[src/rtl/ili9163_pkg.sv]
// Shared opcodes, decoder state encoding and window helpers for the ILI9163 SPI receiver.
package ili9163_pkg;

  localparam logic [7:0] CMD_CASET = 8'h2A;
  localparam logic [7:0] CMD_RASET = 8'h2B;
  localparam logic [7:0] CMD_RAMWR = 8'h2C;

  typedef enum logic [2:0] {
    ST_IDLE    = 3'd0,
    ST_CASET_P = 3'd1,
    ST_RASET_P = 3'd2,
    ST_RAMWR   = 3'd3,
    ST_SKIP    = 3'd4
  } dec_state_e;

  // One axis of the address window: first and last index, both inclusive.
  typedef struct packed {
    logic [7:0] lo;
    logic [7:0] hi;
  } axis_t;

  // A window is accepted only if both high bytes are zero, start <= end and end <= max.
  function automatic logic win_ok(input logic [7:0]  start_hi,
                                  input logic [7:0]  start_lo,
                                  input logic [7:0]  end_hi,
                                  input logic [7:0]  end_lo,
                                  input logic [15:0] max_idx);
    return (start_hi == 8'h00) && (end_hi == 8'h00) &&
           (start_lo <= end_lo) && ({8'h00, end_lo} <= max_idx);
  endfunction

endpackage

[src/rtl/ili9163_spi_shift.sv]
// Synchronizes the SPI pins into clk, detects sck rising edges and assembles
// MSB-first bytes, emitting a one-cycle byte_strobe with the byte and its dc bit.
module ili9163_spi_shift (
  input  logic       clk,
  input  logic       rst,
  input  logic       spi_sck,
  input  logic       spi_cs,
  input  logic       spi_mosi,
  input  logic       spi_dc,
  output logic [7:0] rx_byte,
  output logic       rx_dc,
  output logic       byte_strobe
);

  // Bit order in the synchronizer vectors: {sck, cs, mosi, dc}.
  logic [3:0] sync_meta_q, sync_meta_d;
  logic [3:0] sync_q,      sync_d;
  logic       sck_prev_q,  sck_prev_d;
  logic       rise_q,      rise_d;
  logic       mosi_cap_q,  mosi_cap_d;
  logic       dc_cap_q,    dc_cap_d;
  logic [6:0] shift_q,     shift_d;
  logic [2:0] bit_cnt_q,   bit_cnt_d;
  logic [7:0] rx_byte_q,   rx_byte_d;
  logic       rx_dc_q,     rx_dc_d;
  logic       strobe_q,    strobe_d;

  logic sck_s, cs_s, mosi_s, dc_s;
  assign {sck_s, cs_s, mosi_s, dc_s} = sync_q;

  always_comb begin
    // NOTE: every always_comb output gets a default first so no path leaves it unassigned (no latch).
    sync_meta_d = {spi_sck, spi_cs, spi_mosi, spi_dc};
    sync_d      = sync_meta_q;
    sck_prev_d  = sck_s;
    rise_d      = sck_s & ~sck_prev_q;
    // mosi/dc are frozen at the detected edge and consumed one cycle later with rise_q.
    mosi_cap_d  = rise_d ? mosi_s : mosi_cap_q;
    dc_cap_d    = rise_d ? dc_s   : dc_cap_q;
    shift_d     = shift_q;
    bit_cnt_d   = bit_cnt_q;
    rx_byte_d   = rx_byte_q;
    rx_dc_d     = rx_dc_q;
    strobe_d    = 1'b0;

    if (cs_s) begin
      bit_cnt_d = 3'd0;
    end else if (rise_q) begin
      shift_d   = {shift_q[5:0], mosi_cap_q};
      bit_cnt_d = bit_cnt_q + 3'd1;
      if (bit_cnt_q == 3'd7) begin
        rx_byte_d = {shift_q, mosi_cap_q};
        rx_dc_d   = dc_cap_q;
        strobe_d  = 1'b1;
      end
    end
  end

  // NOTE: sequential state is updated with non-blocking assignments so every flop samples pre-edge values.
  always_ff @(posedge clk or negedge rst) begin
    if (!rst) begin
      sync_meta_q <= '0;
      sync_q      <= '0;
      sck_prev_q  <= 1'b0;
      rise_q      <= 1'b0;
      mosi_cap_q  <= 1'b0;
      dc_cap_q    <= 1'b0;
      shift_q     <= '0;
      bit_cnt_q   <= '0;
      rx_byte_q   <= '0;
      rx_dc_q     <= 1'b0;
      strobe_q    <= 1'b0;
    end else begin
      sync_meta_q <= sync_meta_d;
      sync_q      <= sync_d;
      sck_prev_q  <= sck_prev_d;
      rise_q      <= rise_d;
      mosi_cap_q  <= mosi_cap_d;
      dc_cap_q    <= dc_cap_d;
      shift_q     <= shift_d;
      bit_cnt_q   <= bit_cnt_d;
      rx_byte_q   <= rx_byte_d;
      rx_dc_q     <= rx_dc_d;
      strobe_q    <= strobe_d;
    end
  end

  assign rx_byte     = rx_byte_q;
  assign rx_dc       = rx_dc_q;
  assign byte_strobe = strobe_q;

endmodule

[src/rtl/ili9163_spi_rx.sv]
// ILI9163 panel-side SPI receiver: decodes CASET/RASET/RAMWR and streams RGB565
// pixels with their window coordinates.
module ili9163_spi_rx
  import ili9163_pkg::*;
#(
  parameter int unsigned MAX_X = 127,
  parameter int unsigned MAX_Y = 159
) (
  input  logic        clk,
  input  logic        rst,
  input  logic        spi_sck,
  input  logic        spi_cs,
  input  logic        spi_mosi,
  input  logic        spi_dc,
  output logic        cmd_valid,
  output logic [7:0]  cmd_byte,
  output logic        px_valid,
  output logic [7:0]  px_x,
  output logic [7:0]  px_y,
  output logic [15:0] px_data,
  output logic        win_err
);

  localparam logic [15:0] MAX_X_W = 16'(MAX_X);
  localparam logic [15:0] MAX_Y_W = 16'(MAX_Y);
  localparam logic [7:0]  MAX_X_B = 8'(MAX_X);
  localparam logic [7:0]  MAX_Y_B = 8'(MAX_Y);

  logic [7:0] rx_byte;
  logic       rx_dc;
  logic       byte_strobe;

  ili9163_spi_shift u_shift (
    .clk        (clk),
    .rst        (rst),
    .spi_sck    (spi_sck),
    .spi_cs     (spi_cs),
    .spi_mosi   (spi_mosi),
    .spi_dc     (spi_dc),
    .rx_byte    (rx_byte),
    .rx_dc      (rx_dc),
    .byte_strobe(byte_strobe)
  );

  dec_state_e  state_q,     state_d;
  logic [1:0]  param_idx_q, param_idx_d;
  logic [7:0]  start_hi_q,  start_hi_d;
  logic [7:0]  start_lo_q,  start_lo_d;
  logic [7:0]  end_hi_q,    end_hi_d;
  axis_t       x_win_q,     x_win_d;
  axis_t       y_win_q,     y_win_d;
  logic [7:0]  x_q,         x_d;
  logic [7:0]  y_q,         y_d;
  logic        phase_q,     phase_d;
  logic [7:0]  pix_hi_q,    pix_hi_d;
  logic        cmd_valid_q, cmd_valid_d;
  logic [7:0]  cmd_byte_q,  cmd_byte_d;
  logic        px_valid_q,  px_valid_d;
  logic [7:0]  px_x_q,      px_x_d;
  logic [7:0]  px_y_q,      px_y_d;
  logic [15:0] px_data_q,   px_data_d;
  logic        win_err_q,   win_err_d;

  logic        is_caset;
  logic        param_ok;

  assign is_caset = (state_q == ST_CASET_P);
  assign param_ok = win_ok(start_hi_q, start_lo_q, end_hi_q, rx_byte,
                           is_caset ? MAX_X_W : MAX_Y_W);

  always_comb begin
    state_d     = state_q;
    param_idx_d = param_idx_q;
    start_hi_d  = start_hi_q;
    start_lo_d  = start_lo_q;
    end_hi_d    = end_hi_q;
    x_win_d     = x_win_q;
    y_win_d     = y_win_q;
    x_d         = x_q;
    y_d         = y_q;
    phase_d     = phase_q;
    pix_hi_d    = pix_hi_q;
    cmd_byte_d  = cmd_byte_q;
    px_x_d      = px_x_q;
    px_y_d      = px_y_q;
    px_data_d   = px_data_q;
    cmd_valid_d = 1'b0;
    px_valid_d  = 1'b0;
    win_err_d   = 1'b0;

    if (byte_strobe && !rx_dc) begin
      // A command always wins: it restarts whatever parameter sequence was in flight.
      cmd_valid_d = 1'b1;
      cmd_byte_d  = rx_byte;
      param_idx_d = 2'd0;
      case (rx_byte)
        CMD_CASET: state_d = ST_CASET_P;
        CMD_RASET: state_d = ST_RASET_P;
        CMD_RAMWR: begin
          state_d = ST_RAMWR;
          x_d     = x_win_q.lo;
          y_d     = y_win_q.lo;
          phase_d = 1'b0;
        end
        default:   state_d = ST_SKIP;
      endcase
    end else if (byte_strobe) begin
      case (state_q)
        ST_CASET_P, ST_RASET_P: begin
          param_idx_d = param_idx_q + 2'd1;
          case (param_idx_q)
            2'd0: start_hi_d = rx_byte;
            2'd1: start_lo_d = rx_byte;
            2'd2: end_hi_d   = rx_byte;
            2'd3: begin
              state_d = ST_IDLE;
              if (!param_ok) begin
                win_err_d = 1'b1;
              end else if (is_caset) begin
                x_win_d = '{lo: start_lo_q, hi: rx_byte};
              end else begin
                y_win_d = '{lo: start_lo_q, hi: rx_byte};
              end
            end
          endcase
        end
        ST_RAMWR: begin
          if (!phase_q) begin
            pix_hi_d = rx_byte;
            phase_d  = 1'b1;
          end else begin
            phase_d    = 1'b0;
            px_valid_d = 1'b1;
            px_x_d     = x_q;
            px_y_d     = y_q;
            px_data_d  = {pix_hi_q, rx_byte};
            // Raster advance inside the window, wrapping to the top-left corner.
            if (x_q < x_win_q.hi) begin
              x_d = x_q + 8'd1;
            end else begin
              x_d = x_win_q.lo;
              y_d = (y_q < y_win_q.hi) ? y_q + 8'd1 : y_win_q.lo;
            end
          end
        end
        default: ;
      endcase
    end
  end

  always_ff @(posedge clk or negedge rst) begin
    if (!rst) begin
      state_q     <= ST_IDLE;
      param_idx_q <= 2'd0;
      start_hi_q  <= 8'h00;
      start_lo_q  <= 8'h00;
      end_hi_q    <= 8'h00;
      x_win_q     <= '{lo: 8'h00, hi: MAX_X_B};
      y_win_q     <= '{lo: 8'h00, hi: MAX_Y_B};
      x_q         <= 8'h00;
      y_q         <= 8'h00;
      phase_q     <= 1'b0;
      pix_hi_q    <= 8'h00;
      cmd_valid_q <= 1'b0;
      cmd_byte_q  <= 8'h00;
      px_valid_q  <= 1'b0;
      px_x_q      <= 8'h00;
      px_y_q      <= 8'h00;
      px_data_q   <= 16'h0000;
      win_err_q   <= 1'b0;
    end else begin
      state_q     <= state_d;
      param_idx_q <= param_idx_d;
      start_hi_q  <= start_hi_d;
      start_lo_q  <= start_lo_d;
      end_hi_q    <= end_hi_d;
      x_win_q     <= x_win_d;
      y_win_q     <= y_win_d;
      x_q         <= x_d;
      y_q         <= y_d;
      phase_q     <= phase_d;
      pix_hi_q    <= pix_hi_d;
      cmd_valid_q <= cmd_valid_d;
      cmd_byte_q  <= cmd_byte_d;
      px_valid_q  <= px_valid_d;
      px_x_q      <= px_x_d;
      px_y_q      <= px_y_d;
      px_data_q   <= px_data_d;
      win_err_q   <= win_err_d;
    end
  end

  assign cmd_valid = cmd_valid_q;
  assign cmd_byte  = cmd_byte_q;
  assign px_valid  = px_valid_q;
  assign px_x      = px_x_q;
  assign px_y      = px_y_q;
  assign px_data   = px_data_q;
  assign win_err   = win_err_q;

endmodule

[config.mk]
export PLATFORM = sky130hd
export DESIGN_NAME = ili9163_spi_rx
export DESIGN_NICKNAME = d
export VERILOG_FILES = /design/src/rtl/ili9163_pkg.sv /design/src/rtl/ili9163_spi_shift.sv /design/src/rtl/ili9163_spi_rx.sv
export SDC_FILE = /design/constraint.sdc
export NUM_CORES = 1
export LEC_CHECK = 0
export ABC_CLOCK_PERIOD_IN_PS = 3000
export CORE_UTILIZATION = 50
export CTS_BUF_LIST = sky130_fd_sc_hd__clkbuf_4 sky130_fd_sc_hd__clkbuf_8
export DETAILED_ROUTE_END_ITERATION = 8
export PLACE_DENSITY = 0.69
export SYNTH_ARGS = -nofsm -noshare
export SYNTH_HDL_FRONTEND = slang
export SYNTH_SLANG_ARGS = --single-unit
[constraint.sdc]
create_clock -name clk -period 3 [get_ports clk]
set_clock_uncertainty 0.15 [all_clocks]
set_input_delay 0.6 -clock clk [delete_from_list [all_inputs] [get_ports clk]]
set_output_delay 0.6 -clock clk [all_outputs]
set_load 0.03 [all_outputs]
==> out/metrics.csv <==
stage;metric;value;unit
setup_path;critPathArrivalTime;2950;ps
yosys;mappedNetlistNets;643;
floorplan;die-area;0.0150;mm^2
layout;antenna_cells;0;
drt;drt_first_pass_iters;4;
min_path;hold_class;reg -> reg;
clocking;path_clk_slew;80;ps
yosys;ys_async_sr_fraction;100;%
sta;slew_violations;0;
floorplan;coreArea;0.0140;mm^2
global_route;grt_pass1_vias;4967;
yosys;synth-main-ff-cell;dfrtp_1;
yosys;synth.distinct_cells;60;
yosys;synth.yosys.seq_area_share;55.9;%
global_route;grt_max_degree;66;
sta;fin_crit_sh;92.1;%
drt;wl_per_cell;18.2;um
yosys;synth_cells;604;
sta;period_minus_slack;2760;ps
layout;mostFrequentLayoutCell;dfrtp_1;
setup_path;cp.required;3190;ps
drt;drt_iter0_drc;378;
clocking;tritoncts;yes;
place;dp_slack;243;ps
layout;fillCellCount;1152;
setup_path;path_max_fanout;16;
layout;layout_common_cells;148 x dfrtp_1, 77 x nand2_1, 70 x mux2_2;
floorplan;start_util;51.7;%
place;hpwl;11200;um
floorplan;die-width;122;um
setup_path;worstSetupPathType;reg -> reg;
drt;num_vias;4900;
power;ir_worst_vdd;477;uV
sta;setup_slack;237;ps
global_route;grt_use_total;23.4;%
yosys;synth-edff-count;0;
clocking;ctsHoldBuffers;1;
clocking;cts_buffer_depth;2;
floorplan;die_h;122;um
yosys;avgSynthCellArea;12.0;um^2
power;power_density;483;mW/mm^2
clocking;cts_root_buf;clkbuf_8;
sta;grt_setup_unrepaired;no;
floorplan;rows;43;
sta;max_freq;362;MHz
drt;postRouteWirelength;15700;um
sta;final_hold_viol_count;0;
clocking;clk_latency;460;ps
setup_path;critPathLaunchType;flop;
job;max_cap_violations;0;
layout;layout.nets;710;
status;outcome;complete, no violations;
global_route;grt_pass1_wl;26100;um
clocking;cts_sinks;161;
clocking;h-tree-depth;4;
yosys;ys_seq_elements;161;
setup_path;cp-end-kind;flop;
drt;post-route-drc-count;0;
sta;relSlewSlack;50.9;%
yosys;netlist_area;0.00724;mm^2
place;gp_congestion;0.932;
floorplan;ios;49;
global_route;grt_overflow;0;
sta;setup_violations;0;
clocking;cts_setup_buffers;0;
yosys;ys_warn_count;0;
clocking;cts_buffers;17;
global_route;antenna_found_initial;0;
drt;viasPerCell;5.67;
power;p_leak;3.92;nW
place;numPortBuffers;48;
sta;tightest_slew;734;ps
layout;area_growth;17.2;%
sta;final.setup.tns;0;ps
layout;drive_above_1_share;23.0;%
drt;ant_nets;0;
clocking;cts_resized;0;
==> registers in the layout, summed over array words and instances, names as in the netlist, 4 cells and up <==
name	cells
u_shift.rx_byte	8
start_lo_q	8
x_win_q	16
u_shift.shift_q	7
u_shift.sync_d	4
px_y	8
start_hi_q	8
end_hi_q	8
x_q	8
y_q	8
px_data	16
pix_hi_q	8
u_shift.sync_q	4
cmd_byte	8
y_win_q	16
px_x	8
==> per-layer routing <==
metal | track usage, % | up-vias | share of wire [%]
met5 | 0 | - | 0
met3 | 5.02 | 28 | 3.7
met4 | 9.22 | 0 | 2.1
met1 | 29.8 | 2439 | 45
li1 | - | 2278 | -
met2 | 38.9 | 155 | 50
==> layout make-up <==
type,instances,area (um^2),area share (%)
inverter,37,139,1.64
timing repair buffer,71,682,8.04
clock inverter,13,181,2.14
multi-input combinational,383,2950,34.8
clock buffer,19,262,3.08
sequential,161,4050,47.7
tap,180,225,2.65
==> cells by family (layout without fill, tap and decap cells) <==
family | count (synthesis) | in the layout | synth area share [%]
AOI/OAI and AO/OA | 89 | 89 | 8.25
xor gates and xnor gates | 5 | 5 | 0.605
adders and majority gates | 33 | 33 | 5.70
buffers and inverters | 60 | 140 | 3.41
DFF | 161 | 161 | 55.9
muxes | 97 | 97 | 14.9
and+or+nand+nor | 159 | 159 | 11.3
==> cells in the mapped netlist, types with 2 or more instances <==
cell type | n | area (um^2)
dfrtp_1 | 148 | 3700
nand2b_1 | 4 | 25.0
nand3_1 | 8 | 40.0
xnor2_1 | 4 | 35.0
a21o_1 | 2 | 15.0
buf_6 | 2 | 22.5
nor2_1 | 15 | 56.3
a221oi_1 | 4 | 35.0
and4_1 | 2 | 17.5
nor2b_1 | 6 | 37.5
nor3b_1 | 2 | 15.0
a32oi_1 | 2 | 17.5
buf_2 | 4 | 20.0
mux2_4 | 3 | 45.0
a211oi_1 | 2 | 15.0
a31oi_1 | 2 | 12.5
mux2i_1 | 21 | 210
a22o_1 | 3 | 26.3
ha_1 | 33 | 413
a21oi_1 | 10 | 50.1
a2bb2oi_1 | 2 | 17.5
inv_1 | 35 | 131
nor4_4 | 2 | 42.5
or4_1 | 2 | 15.0
and3_1 | 3 | 18.8
nand2_2 | 3 | 18.8
nor3_1 | 2 | 10.0
o211ai_1 | 8 | 60.1
mux2_1 | 3 | 33.8
nor4_1 | 5 | 31.3
o221ai_1 | 7 | 61.3
nand2_1 | 77 | 289
clkbuf_1 | 15 | 56.3
o21a_1 | 3 | 22.5
o21ai_0 | 34 | 170
nand4_1 | 19 | 119
and2_1 | 3 | 18.8
dfstp_2 | 13 | 342
mux2_2 | 70 | 788
==> where the power goes <==
group / total (mW) / internal [mW] / switching (mW) / leakage [nW]
Combinational: 0.108 / 0.0505 / 0.0579 / 1.53
Sequential: 2.26 / 2.22 / 0.0358 / 2.16
Clock: 1.73 / 0.951 / 0.784 / 0.222
==> critical path: stages, from the launching register on <==
cell and delay (ps):
dfrtp_1 430, nor2b_1 230, nand2b_1 170, ha_1 330
a21o_1 180, a21oi_1 170, o21ai_2 120, nor4_4 200
buf_4 290, mux2_2 370
==> path summary, 6_finish.rpt <==
check / startpoint / endpoint / slack, ps / cells past startpoint
hold reg to reg: u_shift.sync_d[2] / u_shift.sync_q[2] / 200 / 0
min in group asynchronous: rst / px_y[2] / 550 / 2
max in group asynchronous: rst / x_win_q[2] / 1310 / 3
setup reg to reg: state_q[2] / x_win_q[12] / 240 / 9
setup / recovery: state_q[2] / x_win_q[12] / 240 / 9
hold / removal: u_shift.sync_d[2] / u_shift.sync_q[2] / 200 / 0
==> per-stage QoR <==
stage	total power [mW]	instance area (um^2)	util [%]	instances	hold WS, ps
3_3_place_gp	2.40	8030	57.4	831	183
6_report	4.10	8490	60.7	864	201
3_5_place_dp	2.41	8030	57.4	831	186
4_1_cts	4.15	8490	60.7	864	205
2_1_floorplan	2.34	7240	-	604	154
5_1_grt	4.26	8490	60.7	864	211
Power figures use the tool's default switching activity.
